===== src/rtl/alu_issue_if.sv =====
// alu_issue_if: upstream/downstream handshake and decoded-operand bus of the ALU issue stage
interface alu_issue_if;
  logic        in_valid;
  logic        in_ready;
  logic [31:0] instr;
  logic [31:0] pc;
  logic [31:0] rs1_data;
  logic [31:0] rs2_data;
  logic        flush;
  logic        out_valid;
  logic        out_ready;
  logic [7:0]  op;
  logic [31:0] data1;
  logic [31:0] data2;
  logic [4:0]  rd;
  logic        wr_en;
  logic        illegal;
  modport master (
    output in_valid, instr, pc, rs1_data, rs2_data, flush, out_ready,
    input  in_ready, out_valid, op, data1, data2, rd, wr_en, illegal
  );
  modport slave (
    input  in_valid, instr, pc, rs1_data, rs2_data, flush, out_ready,
    output in_ready, out_valid, op, data1, data2, rd, wr_en, illegal
  );
endinterface


===== src/rtl/alu_issue_stage.sv =====
// alu_issue_stage: RV32I OP/OP-IMM decode into a one-entry issue register; UPPER_DECODE_EN adds LUI/AUIPC
module alu_issue_stage (
  input logic       clk,
  input logic       rst,
  alu_issue_if.slave s
);
  localparam logic [7:0] OP_MAP [8] = '{8'd1, 8'd3, 8'd4, 8'd5, 8'd6, 8'd7, 8'd9, 8'd10};
  logic [6:0]  opc;
  logic [6:0]  f7;
  logic [2:0]  f3;
  logic        shift;
  logic        acc;
  logic [7:0]  dop;
  logic [31:0] d1;
  logic [31:0] d2;
  assign opc = s.instr[6:0];
  assign f7 = s.instr[31:25];
  assign f3 = s.instr[14:12];
  assign shift = f3[1:0] == 2'b01;
  assign s.in_ready = !s.out_valid || s.out_ready;
  assign acc = s.in_valid && s.in_ready;
  always_comb begin
    dop = 8'd0;
    d1 = s.rs1_data;
    d2 = s.rs2_data;
    case (opc)
      7'b0110011: begin
        dop = f7 == 7'h00 ? OP_MAP[f3] :
              (f7 == 7'h20 && f3 == 3'd0) ? 8'd2 :
              (f7 == 7'h20 && f3 == 3'd5) ? 8'd8 : 8'd0;
        d2 = shift ? {27'b0, s.rs2_data[4:0]} : s.rs2_data;
      end
      7'b0010011: begin
        dop = (!shift || f7 == 7'h00) ? OP_MAP[f3] :
              (f7 == 7'h20 && f3 == 3'd5) ? 8'd8 : 8'd0;
        d2 = shift ? {27'b0, s.instr[24:20]} : {{20{s.instr[31]}}, s.instr[31:20]};
      end
`ifdef UPPER_DECODE_EN
      7'b0110111: begin
        dop = 8'd1;
        d1 = 32'd0;
        d2 = {s.instr[31:12], 12'b0};
      end
      7'b0010111: begin
        dop = 8'd1;
        d1 = s.pc;
        d2 = {s.instr[31:12], 12'b0};
      end
`endif
      default: dop = 8'd0;
    endcase
    // undecodable instructions carry zero operands
    if (dop == 8'd0) begin
      d1 = 32'd0;
      d2 = 32'd0;
    end
  end
  always_ff @(posedge clk) begin
    if (rst) begin
      s.out_valid <= 1'b0;
      s.op <= 8'd0;
      s.data1 <= 32'd0;
      s.data2 <= 32'd0;
      s.rd <= 5'd0;
      s.wr_en <= 1'b0;
      s.illegal <= 1'b0;
    end else if (s.flush) begin
      s.out_valid <= 1'b0;
    end else if (acc) begin
      s.out_valid <= 1'b1;
      s.op <= dop;
      s.data1 <= d1;
      s.data2 <= d2;
      s.rd <= s.instr[11:7];
      s.wr_en <= dop != 8'd0 && s.instr[11:7] != 5'd0;
      s.illegal <= dop == 8'd0;
    end else if (s.out_ready) begin
      s.out_valid <= 1'b0;
    end
  end
endmodule


===== src/flat_wrapper.sv =====
// flat-port wrapper written by rule: the top's interface ports become plain ports
module alu_issue_stage_flat 
  (clk, rst, s_in_valid, s_instr, s_pc, s_rs1_data, s_rs2_data, s_flush, s_out_ready, s_in_ready, s_out_valid, s_op, s_data1, s_data2, s_rd, s_wr_en, s_illegal);
  alu_issue_if s_i ();
  input logic clk;
  input logic rst;
  input wire logic [$bits(s_i.in_valid)-1:0] s_in_valid;
  input wire logic [$bits(s_i.instr)-1:0] s_instr;
  input wire logic [$bits(s_i.pc)-1:0] s_pc;
  input wire logic [$bits(s_i.rs1_data)-1:0] s_rs1_data;
  input wire logic [$bits(s_i.rs2_data)-1:0] s_rs2_data;
  input wire logic [$bits(s_i.flush)-1:0] s_flush;
  input wire logic [$bits(s_i.out_ready)-1:0] s_out_ready;
  output wire logic [$bits(s_i.in_ready)-1:0] s_in_ready;
  output wire logic [$bits(s_i.out_valid)-1:0] s_out_valid;
  output wire logic [$bits(s_i.op)-1:0] s_op;
  output wire logic [$bits(s_i.data1)-1:0] s_data1;
  output wire logic [$bits(s_i.data2)-1:0] s_data2;
  output wire logic [$bits(s_i.rd)-1:0] s_rd;
  output wire logic [$bits(s_i.wr_en)-1:0] s_wr_en;
  output wire logic [$bits(s_i.illegal)-1:0] s_illegal;
  assign s_i.in_valid = s_in_valid;
  assign s_i.instr = s_instr;
  assign s_i.pc = s_pc;
  assign s_i.rs1_data = s_rs1_data;
  assign s_i.rs2_data = s_rs2_data;
  assign s_i.flush = s_flush;
  assign s_i.out_ready = s_out_ready;
  assign s_in_ready = s_i.in_ready;
  assign s_out_valid = s_i.out_valid;
  assign s_op = s_i.op;
  assign s_data1 = s_i.data1;
  assign s_data2 = s_i.data2;
  assign s_rd = s_i.rd;
  assign s_wr_en = s_i.wr_en;
  assign s_illegal = s_i.illegal;
  alu_issue_stage u_core (.clk(clk), .rst(rst), .s(s_i));
endmodule

===== config.mk =====
export PLATFORM = sky130hd
export DESIGN_NAME = alu_issue_stage_flat
export DESIGN_NICKNAME = d
export VERILOG_FILES = /design/src/rtl/alu_issue_if.sv /design/src/rtl/alu_issue_stage.sv /design/src/flat_wrapper.sv
export SDC_FILE = /design/constraint.sdc
export NUM_CORES = 1
export LEC_CHECK = 0
export CELL_PAD_IN_SITES_DETAIL_PLACEMENT = 2
export CELL_PAD_IN_SITES_GLOBAL_PLACEMENT = 2
export CORE_ASPECT_RATIO = 1.4
export CORE_MARGIN = 1.5
export CORE_UTILIZATION = 21
export DETAILED_ROUTE_END_ITERATION = 8
export HOLD_SLACK_MARGIN = 0.05
export PLACE_DENSITY = 0.89
export SYNTH_ARGS = -nofsm -noshare
export SYNTH_HDL_FRONTEND = slang
export SYNTH_SLANG_ARGS = --single-unit

===== constraint.sdc =====
create_clock -name clk -period 2.03 [get_ports clk]
set_input_delay 0.3045 -clock clk [delete_from_list [all_inputs] [get_ports clk]]
set_output_delay 0.3045 -clock clk [all_outputs]
set_load 0.01 [all_outputs]

==> results.json <==
{
  "status": "finished clean",
  "grt_pass1_wl_um": 26000,
  "vias_per_cell": 4.88,
  "drt_first_pass_iters": 3,
  "powerDensity_mw_per_mm2": 576,
  "ys_dominant_reg_cell": "dfxtp_1",
  "irDropWorstVdd_mv": 0.271,
  "cts_buffers": 9,
  "synthTopCellsByCount": "dfxtp_1 (76), nand2_1 (73), a21oi_1 (46)",
  "max-slew-margin-rel": 0.577,
  "cp-end-kind": "register",
  "synth_cell_type_count": 46,
  "ioPinCount": 214,
  "dieArea_mm2": 0.0187,
  "overflow": 0,
  "ys_seq_area_frac": 0.405,
  "clockBufferDepth": 2,
  "core_area_mm2": 0.0175,
  "clk_latency_ns": 0.34,
  "syn-cell-area_mm2": 0.00376,
  "antenna_found_initial": 0,
  "power.leakage_nw": 2.37,
  "crit_fanout": 5,
  "synthCells": 420,
  "clock_skew_ns": 0.00665,
  "nets": 745,
  "worstPathArrival_ns": 2.20,
  "gp_congestion": 0.805,
  "fmax_mhz": 502,
  "portBuffers": 172,
  "routed_wl_um": 16900,
  "wl_per_cell_um": 19.9,
  "drive_above_1_share": 0.235,
  "cp-start-kind": "primary input",
  "drt_first_iter_violations": 131,
  "crit_required_ns": 2.24,
  "power_w": 0.00385,
  "ant_nets": 0,
  "clk_pin_slew_ns": 0.06,
  "die_width_um": 116,
  "synthArstFlopShare": 0,
  "timing.final.crit_share": 0.981,
  "slew_violations": 0,
  "dpl_cell_area_mm2": 0.00594,
  "syn_area_per_cell_um2": 8.95,
  "fin_crit_ns": 1.99,
  "maxCapViolCount": 0,
  "grt_pass1_vias": 4713,
  "worst_pin_slew_ns": 0.635,
  "yosysWarningCount": 0,
  "vias": 4146,
  "synth-edff-count": 0,
  "cts_max_level": 3,
  "setup_viol": 0,
  "antennaDiodeCount": 0,
  "route.detailed.drc": 0,
  "die_y_um": 161,
  "yosysTopAreaCell": "dfxtp_1",
  "yosysMostFrequentCell": "dfxtp_1",
  "grt_start_max_net_pins": 59,
  "final_area_mm2": 0.00669,
  "yosys-top-cells-area": "dfxtp_1 (40%), nand2_1 (7.3%), o311ai_1 (7.0%), a211oi_2 (6.7%), a21oi_1 (6.1%)",
  "areaGrowthSynthToFinish_pct": 77.8,
  "grtUsageTotal": 0.180,
  "num_rows": 57,
  "root_buffer": "clkbuf_16",
  "clock_sinks": 76,
  "synth-seq-cells": 76,
  "hold_buffers": 0,
  "critical_path_class": "primary input to register",
  "hp-class": "primary input to register",
  "start_util": 0.215,
  "post-dp-hpwl_um": 12200,
  "hold_viol": 0,
  "rsz0062_at_grt": "yes",
  "synth_top_area_frac": 0.405,
  "cts_tree": "yes"
}
==> timing repair <==
item	4_1_cts	5_1_grt
pin swaps	7	6
resized for setup	69	17
buffers inserted	7	0
setup endpoints to repair	67	22
gates cloned	3	0
endpoints found under the hold margin	0	0
==> critical path, stage by stage <==
cell and delay, ns:
dlygate4sd2_1 0.25, buf_4 0.13, ha_2 0.23, nor2_2 0.06, a21oi_2 0.28, o32ai_4 0.13, buf_6 0.14, nor3_4 0.20
buf_12 0.15, bufbuf_16 0.26, a211oi_2 0.06
==> flip-flops by register name, indices dropped and copies added (netlist names) <==
register / count
u_core.s.illegal: 1
u_core.s.op: 4
u_core.s.out_valid: 1
u_core.s.data2: 32
u_core.s.data1: 32
u_core.s.wr_en: 1
u_core.s.rd: 5
==> layer usage <==
layer	global-route usage	part of all wire	up-vias
met5	0	0	-
met4	0.0527	0.020	0
met3	0.0477	0.048	21
met2	0.345	0.55	115
met1	0.188	0.38	2062
li1	-	-	1948
==> cell usage in the layout (no fill, tap or decap), types with 9 or more instances in the layout <==
cell type | synthesis | layout
a211oi_2 | 20 | 19
a21oi_1 | 46 | 43
buf_4 | 10 | 34
buf_6 | 2 | 10
clkbuf_16 | 0 | 9
clkdlybuf4s50_1 | 0 | 156
dfxtp_1 | 76 | 76
dlygate4sd2_1 | 0 | 9
nand2_1 | 73 | 72
nand3_1 | 21 | 21
o2bb2ai_1 | 20 | 20
o311ai_1 | 30 | 17
o311ai_2 | 0 | 16
==> kinds of logic (layout without fill, tap and decap cells) <==
group	after synthesis	after routing	share of synthesized area
flops	76	76	0.405
mux	5	5	0.0150
simple gates	127	127	0.167
buf+inv	55	245	0.0715
compound gates	152	152	0.328
other cells	1	4	0.000997
fa+ha+maj	4	4	0.0133
==> per-stage QoR <==
stage / cells / hold WS, ns / utilization / setup slack (ns) / setup TNS, ns
global route: 849 / 0.468 / 0.383 / -0.00501 / -0.00872
global placement: 824 / 0.438 / 0.340 / -0.443 / -26.44
floorplan: 423 / 0.384 / - / 0.209 / 0
finish: 849 / 0.430 / 0.383 / 0.0380 / 0
detailed placement: 824 / 0.447 / 0.340 / -0.628 / -37.23
CTS: 849 / 0.457 / 0.381 / 0.0156 / 0
==> report_power, final <==
| part | internal, W | leakage, nW | switching [W] |
|---|---|---|---|
| combinational | 0.000331 | 1.60 | 0.000289 |
| sequential | 0.00152 | 0.616 | 0.0000190 |
| clock | 0.00102 | 0.152 | 0.000663 |
==> worst paths after layout <==
kind,startpoint,endpoint,slack (ns),cells after the start
max,s_instr[12],u_core.s.data2[30]$_SDFFE_PP0P_,0.04,11
min,s_instr[27],u_core.s.data2[7]$_SDFFE_PP0P_,0.43,4
max reg2reg,u_core.s.out_valid$_SDFFE_PP0P_,u_core.s.rd[2]$_SDFFE_PP0P_,0.25,6
min reg2reg,u_core.s.data1[28]$_SDFFE_PP0P_,u_core.s.data1[28]$_SDFFE_PP0P_,0.45,2
==> area by class of cell <==
cell class              count  area (um^2)
fillers                  1889        10800
multi-input cells         292         2300
repair buffers            224         2240
flip-flops and latches     76         1520
well taps                 236          295
clock buffers              11          253
clock inverters             5         60.1
inverters                   5         18.8
(Power assumes the default switching activity.)
